**src/rtl/move_feeder.sv**
```systemverilog
// rtl/move_feeder.sv - ASCII move-list parser feeding the dial solver one paced move at a time
//
// Optional feature macro: MOVE_FEEDER_STATS_EN (builds the moves_sent counter).
//
// Ports:
//   clk            in   1            sole clock, posedge
//   rst            in   1            asynchronous active-low reset
//   in_valid       in   1            in_data holds a byte
//   in_ready       out  1            byte accepted this cycle when in_valid && in_ready
//   in_data        in   8            ASCII byte
//   valid          out  1            one-cycle move pulse to the solver
//   step_direction out  1            1 = R (up), 0 = L (down)
//   step_count     out  COUNT_WIDTH  move magnitude
//   error          out  1            sticky parse error
//   moves_sent     out  16           number of valid pulses (0 when stats disabled)
module move_feeder #(
  parameter int COUNT_WIDTH = 10,
  parameter int GAP         = 1
) (
  input  logic                   clk,
  input  logic                   rst,
  input  logic                   in_valid,
  output logic                   in_ready,
  input  logic [7:0]             in_data,
  output logic                   valid,
  output logic                   step_direction,
  output logic [COUNT_WIDTH-1:0] step_count,
  output logic                   error,
  output logic [15:0]            moves_sent
);

  localparam logic [2:0] S_IDLE = 3'd0;
  localparam logic [2:0] S_NUM  = 3'd1;
  localparam logic [2:0] S_EMIT = 3'd2;
  localparam logic [2:0] S_WAIT = 3'd3;
  localparam logic [2:0] S_SKIP = 3'd4;

  // Wide enough to hold the largest move plus the idle gap.
  localparam int WAIT_W = $clog2((2 ** COUNT_WIDTH) + GAP + 1);

  localparam logic [7:0] CH_LF = 8'h0A;
  localparam logic [7:0] CH_CR = 8'h0D;
  localparam logic [7:0] CH_L  = 8'h4C;
  localparam logic [7:0] CH_R  = 8'h52;
  localparam logic [7:0] CH_0  = 8'h30;
  localparam logic [7:0] CH_9  = 8'h39;

  logic [2:0]             state;
  logic [COUNT_WIDTH-1:0] acc;
  logic                   have_digit;
  logic                   dir;
  logic [WAIT_W-1:0]      wait_cnt;

  logic                   fire;
  logic                   is_digit;
  logic [COUNT_WIDTH+3:0] acc_wide;
  logic [COUNT_WIDTH+3:0] acc_next;
  logic                   acc_ovf;
  logic [WAIT_W-1:0]      wait_load;

  assign fire     = in_valid && in_ready;
  assign is_digit = (in_data >= CH_0) && (in_data <= CH_9);

  // acc*10 + digit as (acc<<3)+(acc<<1)+d; four guard bits cannot overflow.
  assign acc_wide = {4'b0000, acc};
  assign acc_next = (acc_wide << 3) + (acc_wide << 1) + {{COUNT_WIDTH{1'b0}}, in_data[3:0]};
  assign acc_ovf  = |acc_next[COUNT_WIDTH+3:COUNT_WIDTH];

  assign wait_load = WAIT_W'(acc) + WAIT_W'(GAP);

  // Handshake is decoded purely from state so upstream can never see a combinational loop.
  assign in_ready = (state == S_IDLE) || (state == S_NUM) || (state == S_SKIP);
  assign valid    = (state == S_EMIT);

  always_ff @(posedge clk or negedge rst) begin
    if (!rst) begin
      state          <= S_IDLE;
      acc            <= '0;
      have_digit     <= 1'b0;
      dir            <= 1'b0;
      wait_cnt       <= '0;
      step_direction <= 1'b0;
      step_count     <= '0;
      error          <= 1'b0;
    end else begin
      case (state)
        S_IDLE: begin
          if (fire) begin
            if (in_data == CH_L || in_data == CH_R) begin
              dir        <= (in_data == CH_R);
              acc        <= '0;
              have_digit <= 1'b0;
              state      <= S_NUM;
            end else if (in_data != CH_LF && in_data != CH_CR) begin
              error <= 1'b1;
              state <= S_SKIP;
            end
          end
        end
        S_NUM: begin
          if (fire) begin
            if (is_digit) begin
              if (acc_ovf) begin
                error <= 1'b1;
                state <= S_SKIP;
              end else begin
                acc        <= acc_next[COUNT_WIDTH-1:0];
                have_digit <= 1'b1;
              end
            end else if (in_data == CH_LF) begin
              if (have_digit) begin
                // Outputs are loaded here so they are already stable in the EMIT cycle.
                step_count     <= acc;
                step_direction <= dir;
                state          <= S_EMIT;
              end else begin
                error <= 1'b1;
                state <= S_IDLE;
              end
            end else if (in_data != CH_CR) begin
              error <= 1'b1;
              state <= S_SKIP;
            end
          end
        end
        S_EMIT: begin
          if (wait_load == '0) begin
            state <= S_IDLE;
          end else begin
            wait_cnt <= wait_load;
            state    <= S_WAIT;
          end
        end
        S_WAIT: begin
          // Loaded with K, WAIT lasts exactly K cycles.
          if (wait_cnt == WAIT_W'(1)) begin
            state <= S_IDLE;
          end
          wait_cnt <= wait_cnt - WAIT_W'(1);
        end
        S_SKIP: begin
          if (fire && in_data == CH_LF) begin
            state <= S_IDLE;
          end
        end
        default: state <= S_IDLE;
      endcase
    end
  end

`ifdef MOVE_FEEDER_STATS_EN
  always_ff @(posedge clk or negedge rst) begin
    if (!rst) begin
      moves_sent <= 16'h0000;
    end else if (state == S_EMIT && moves_sent != 16'hFFFF) begin
      moves_sent <= moves_sent + 16'h0001;
    end
  end
`else
  assign moves_sent = 16'h0000;
`endif

endmodule

```
**config.mk**
```make
export PLATFORM = sky130hd
export DESIGN_NAME = move_feeder
export DESIGN_NICKNAME = d
export VERILOG_FILES = /design/src/rtl/move_feeder.sv
export SDC_FILE = /design/constraint.sdc
export NUM_CORES = 1
export LEC_CHECK = 0
export ABC_AREA = 1
export CAP_MARGIN = 20
export CORE_AREA = 2 2 78 117
export CTS_BUF_LIST = sky130_fd_sc_hd__clkbuf_4
export CTS_CLUSTER_DIAMETER = 80
export CTS_CLUSTER_SIZE = 14
export DETAILED_ROUTE_END_ITERATION = 16
export DIE_AREA = 0 0 80 119
export PLACE_DENSITY_LB_ADDON = 0.12
export SYNTH_ARGS = -nofsm -noshare
export SYNTH_HDL_FRONTEND = slang
export SYNTH_SLANG_ARGS = --single-unit
export TNS_END_PERCENT = 5
```
**constraint.sdc**
```tcl
create_clock -name clk -period 3.65 [get_ports clk]
set_clock_uncertainty 0.05 [all_clocks]
set_input_delay 0.73 -clock clk [delete_from_list [all_inputs] [get_ports clk]]
set_output_delay 0.73 -clock clk [all_outputs]
set_load 0.1 [all_outputs]
```
==> impl_metrics.toml, run 1 <==
[clock_tree]
cts_buffer_depth = 2
cts.sink_count = 38
tritoncts = "done"
root_buffer = "clkbuf_4"
hold_buffers = 0
post-cts-setup-buffers = 0
numCtsBuffers = 5
h-tree-depth = 2
cts-resized-gates = 0
clk_latency_ns = 0.38
clk_pin_slew_ns = 0.13

[final_layout]
drive_above_1_share_pct = 8.85
area_delta_synth_final_pct = 12.6
stdcell_area_um2 = 3630
fin_nets = 532
fillerInstances = 978
stdcell_count = 608

[critical_path]
start_kind = "primary input"
crit_chain = "clkdlybuf4s50_1 > inv_1 > fa_1 > fa_1 > inv_1 > nand2_1 > nand3_1 > nand3_1 > nand2_1 > nand2_1 > nand2_1 > inv_1 > nor2_1 > nand2_1 > nand2_1 > nand2_1 > nand2_1 > nand2_1"
cpMaxStageDelayCell = "fa_1"
arrival_ns = 3.37
critical-path-max-stage-delay_ns = 0.52
worst-path-max-fanout = 11
critical_path_required_ns = 3.87
endpoint_kind = "register"
path_class = "primary input to register"
cpMostUsedCell = "nand2_1"

[run_status]
outcome = "finished clean"

[logic_synthesis]
synth_area_per_cell_um2 = 6.88
yosys_warnings = 0
synth_area_um2 = 3220
yosys_register_bits = 38
synth_top_family_by_area = "simple AND/OR/NAND/NOR gates"
async_flop_share_pct = 100
synthDistinctLibCells = 33
synthMuxAreaShare_pct = 0.699
synthSimpleGateAreaFrac_pct = 36.0
synth_edf_count = 0
synth_cells = 468
synth_xor_area_share_pct = 4.08
synthAdderAreaFrac_pct = 10.2
synth_flop_cell = "dfrtp_1"
synth-compound-area-share_pct = 7.50
ys_seq_area_share_pct = 29.5

[detailed_routing]
drt-total-wl_um = 7800
drt_iter0_markers = 124
num_vias = 2905
ant_nets = 0
post_drt_via_cell_ratio = 4.78
drc = 0
wl_per_cell_um = 12.8
first_pass_iters = 4

[global_routing]
grt_pass1_vias = 2852
grt_usage_pct = 17.6
grt_pass1_wl_um = 13100
antenna_found_initial = 1
overflow = 0
grt_max_degree = 39

[pwr]
p_leak_nw = 1.98
clkPwrFrac_pct = 37.5
internal_power_uw = 675
switchingPower_uw = 293
p_sw_share_pct = 30.3
pwr-share-comb_pct = 17.7
cellPowerDensity_nw_per_um2 = 267
seq_power_share_pct = 44.8
finalPower_uw = 968
ir_drop_mv = 0.206

[floorplanning]
io_pins = 41
initial_core_util_pct = 37.4
die_y_um = 119
fp.coreArea_um2 = 8620
die_x_um = 80
placementRows = 42
die_area_um2 = 9520

[timing]
hold_viol_final = 0
fin_crit_ns = 3.16
final.setup.tns_ns = 0
grt_setup_unrepaired = "no"
worst_pin_slew_ns = 0.971
finalMaxSlewViolations = 0
fmax_mhz = 317
fin_crit_sh_pct = 86.5
worst_slew_margin_rel_pct = 35.1
finalSetupViolations = 0

[place]
postPlaceCellArea_um2 = 3520
numPortBuffers = 24
gp_congestion = 0.872
dp_cells = 599
dp_hpwl_um = 6260

[hold_path]
hp-class = "primary input to async pin"

[job]
drv_cap = 0
==> critical path, delay by kind of cell <==
family                   cells  cell delay [ns]
adder cells (fa/ha/maj)      2             0.99
AND/OR/NAND/NOR             12             1.00
buffers and inverters        4             0.66
==> stage by stage <==
stage	hold WS, ns	setup WS, ns	utilization, %
floorplan	0.384	0.173	-
global placement	0.398	0.0976	40.9
detailed placement	0.403	0.0732	40.9
CTS	0.434	0.471	42.1
global route	0.474	0.195	42.1
finish	0.411	0.494	42.1
==> path summary, 6_finish.rpt <==
check,from,end,slack [ns],cells past startpoint
worst max-delay path,in_data[3],acc[9],0.49,18
worst min-delay path,rst,acc[2],0.41,1
worst max register to register,acc[2],acc[9],0.70,17
worst min register to register,error,error,0.43,2
max in group asynchronous,rst,step_count[0],2.59,1
min in group clk,error,error,0.43,2
==> metal layers <==
metal  wire length (um)  global-route usage (%)
met2               4080                    31.1
met1               3280                    20.5
met3                198                    2.27
met4                247                    8.26
met5                  0                       0
==> layout make-up <==
cell class	instances	area (um^2)	share of cell area (%)
inverters	55	208	5.73
clock buffers	5	37.5	1.03
repair buffers	31	283	7.80
diodes	1	2.50	0.0690
multi-input cells	365	1940	53.6
well taps	110	138	3.79
clock inverters	3	63.8	1.76
flip-flops and latches	38	951	26.2
==> placed cells by master, fill, tap and decap left out, types with 2 or more instances in the layout <==
cell | Yosys | layout
fa_1 | 2 | 2
conb_1 | 1 | 16
o21ai_2 | 6 | 6
nand2_1 | 153 | 153
nand3_2 | 4 | 4
nor2_1 | 39 | 39
nor2_2 | 4 | 4
bufinv_16 | 0 | 2
mux2_2 | 2 | 2
a21oi_1 | 14 | 14
nand3_1 | 33 | 33
nand2_2 | 5 | 5
xnor2_1 | 6 | 6
nand4_1 | 16 | 16
dfrtp_1 | 38 | 38
xor2_1 | 9 | 9
ha_1 | 23 | 23
clkdlybuf4s50_1 | 0 | 21
o21ai_0 | 18 | 18
clkbuf_4 | 0 | 5
inv_1 | 53 | 53
clkinv_1 | 1 | 2
nor3_1 | 8 | 8
buf_4 | 17 | 9
==> state kept, by name (all words and copies together), names as in the netlist <==
register,flops
step_count,10
have_digit,1
step_direction,1
wait_cnt,11
error,1
dir,1
state,3
acc,10
==> power by group through the flow <==
stage,clock network (mW),registers [mW],logic (mW)
2_1_floorplan,0,0.441,0.148
3_3_place_gp,0,0.442,0.172
3_5_place_dp,0,0.442,0.172
4_1_cts,0.372,0.434,0.173
5_1_grt,0.387,0.437,0.187
6_report,0.363,0.434,0.171
==> cell usage after synthesis (2+ instances only) <==
cell	count	area share (%)
nand3_2	4	1.2
dfrtp_1	38	30
inv_1	53	6.2
xnor2_1	6	1.6
nor3_1	8	1.2
mux2_2	2	0.70
buf_2	4	0.62
a21oi_1	14	2.2
ha_1	23	8.9
nand2_1	153	18
o21ai_0	18	2.8
xor2_1	9	2.4
clkbuf_1	2	0.23
fa_1	2	1.2
nor2_2	4	0.78
nand3_1	33	5.1
nand2_2	5	0.97
nand4_1	16	3.1
o21ai_2	6	1.6
buf_4	17	4.0
nor2_1	39	4.5
==> cell families (layout without fill, tap and decap cells) <==
kind of cell / Yosys count / in the layout
AND/OR/NAND/NOR: 266 / 266
buffers and inverters: 80 / 94
AO/OA/AOI/OAI: 41 / 41
flip-flops: 38 / 38
adder cells (fa/ha/maj): 25 / 25
XOR/XNOR: 15 / 15
multiplexers: 2 / 2
other: 1 / 17
Power figures use the tool's default switching activity.
==> run 2, diff against run 1 <==
--- a/config.mk
+++ b/config.mk
@@ -14,6 +14,7 @@
 export DETAILED_ROUTE_END_ITERATION = 16
 export DIE_AREA = 0 0 80 119
 export PLACE_DENSITY_LB_ADDON = 0.12
+export REMOVE_ABC_BUFFERS = 1
 export SYNTH_ARGS = -nofsm -noshare
 export SYNTH_HDL_FRONTEND = slang
 export SYNTH_SLANG_ARGS = --single-unit
==> run 2 against run 1 <==
Effect of this change:
- maximum frequency fell by 1.8%
- core utilization fell by 0.46 points
- via count rose by 0.14%
- setup slack got worse by 0.057 ns
- critical path type unchanged
==> impl_metrics.toml, run 2 (synthesis gave the netlist of run 1 again) <==
[run_status]
outcome = "finished clean"

[pwr]
p_leak_nw = 1.96
clkPwrFrac_pct = 26.2
switchingPower_uw = 283
p_sw_share_pct = 34.6
cellPowerDensity_nw_per_um2 = 228
ir_drop_mv = 0.120
pwr-share-comb_pct = 20.8
finalPower_uw = 819
internal_power_uw = 536
seq_power_share_pct = 53.0

[global_routing]
overflow = 0
grt_pass1_wl_um = 12800
grt_pass1_vias = 2723
grt_usage_pct = 17.2
antenna_found_initial = 1
grt_max_degree = 39

[critical_path]
critical_path_required_ns = 3.86
endpoint_kind = "register"
worst-path-max-fanout = 11
crit_chain = "clkdlybuf4s50_1 > inv_1 > fa_1 > fa_1 > inv_1 > nand2_1 > nand3_1 > nand3_1 > nand2_1 > nand2_1 > nand2_1 > inv_1 > nor2_1 > nand2_1 > nand2_1 > nand2_1 > nand2_1 > nand2_1"
start_kind = "primary input"
r2r_start = "acc[2]"
arrival_ns = 3.43
critical-path-max-stage-delay_ns = 0.52
cpMaxStageDelayCell = "fa_1"
cpMostUsedCell = "nand2_1"
crit_start = "in_data[3]"
path_class = "primary input to register"

[floorplanning]
initial_core_util_pct = 37.4
placementRows = 42
io_pins = 41
fp.coreArea_um2 = 8620
die_y_um = 119
die_x_um = 80
die_area_um2 = 9520

[timing]
finalSetupViolations = 0
grt_setup_unrepaired = "no"
fin_crit_ns = 3.21
hold_ws_ns = 0.415
finalMaxSlewViolations = 0
final.setup.tns_ns = 0
fin_crit_sh_pct = 88.0
worst_pin_slew_ns = 0.967
hold_viol_final = 0
fmax_mhz = 311
worst_slew_margin_rel_pct = 35.3

[detailed_routing]
num_vias = 2909
post_drt_via_cell_ratio = 4.78
drc = 0
drt_iter0_markers = 100
ant_nets = 0
first_pass_iters = 4
drt-total-wl_um = 7600
wl_per_cell_um = 12.5

[final_layout]
fillerInstances = 952
drive_above_1_share_pct = 9.04
area_delta_synth_final_pct = 11.3
regMostFlops = "wait_cnt"
utilization_pct = 41.6
fin_nets = 533
reg_top3 = "wait_cnt (11), acc (10), step_count (10)"
mostFrequentLayoutCells = "153 x nand2_1, 53 x inv_1, 39 x nor2_1, 38 x dfrtp_1, 33 x nand3_1"
layout_commonest_cell = "nand2_1"
largest_reg_flops = 11

[clock_tree]
tritoncts = "done"
cts_buffer_depth = 2
clk_latency_ns = 0.36
numCtsBuffers = 5
hold_buffers = 0
cts.sink_count = 38
h-tree-depth = 2
post-cts-setup-buffers = 0
root_buffer = "clkbuf_4"
cts-resized-gates = 0
clk_pin_slew_ns = 0.11

[hold_path]
hp-class = "primary input to async pin"

[place]
dp_hpwl_um = 6100
gp_congestion = 0.927
numPortBuffers = 24

[job]
drv_cap = 0
==> run 2: worst max-delay path, delay by kind of cell <==
kind	cells	cell delay [ns]
buf+inv	4	0.66
fa+ha+maj	2	0.99
simple gates	12	1.04
==> run 2: power by group through the flow <==
stage	registers (mW)	logic [mW]	clock network (mW)
finish	0.434	0.170	0.214
global route	0.435	0.186	0.247
CTS	0.434	0.171	0.229
detailed placement	0.442	0.170	0
global placement	0.442	0.169	0
floorplan	0.441	0.134	0
==> run 2: path summary, 6_finish.rpt <==
| kind | slack (ns) | depth (start not counted) | end |
|---|---|---|---|
| worst max-delay path | 0.44 | 18 | acc[7] |
| worst min-delay path | 0.42 | 1 | step_count[6] |
| worst max register to register | 0.65 | 17 | acc[7] |
| worst min register to register | 0.44 | 2 | error |
| max in group asynchronous | 2.57 | 1 | wait_cnt[5] |
| min in group clk | 0.44 | 2 | error |
==> run 2: layout make-up <==
cell class / instances / area, um^2 / share of cell area (%)
clock inverter: 3 / 16.3 / 0.453
sequential: 38 / 951 / 26.5
tap: 110 / 138 / 3.84
multi-input combinational: 365 / 1940 / 54.2
inverter: 55 / 208 / 5.79
clock buffer: 5 / 37.5 / 1.05
timing repair buffer: 32 / 290 / 8.09
antenna: 1 / 2.50 / 0.0698
==> run 2: metrics by stage <==
stage          setup WS [ns]  cells  cell area [um^2]
3_5_place_dp          0.0201    600              3530
5_1_grt                0.181    609              3590
2_1_floorplan         0.0979    458              3100
6_report               0.437    609              3590
4_1_cts                0.413    608              3580
3_3_place_gp          0.0400    600              3530
==> run 2: metal layers <==
| metal | routed length (um) | part of all wire (%) | track usage, % | up-vias |
|---|---|---|---|---|
| li1 | - | - | - | 1526 |
| met4 | 228 | 3.0 | 7.20 | 0 |
| met1 | 3160 | 42 | 20.2 | 1322 |
| met2 | 4020 | 53 | 30.6 | 48 |
| met3 | 189 | 2.5 | 2.50 | 13 |
| met5 | 0 | 0 | 0 | - |
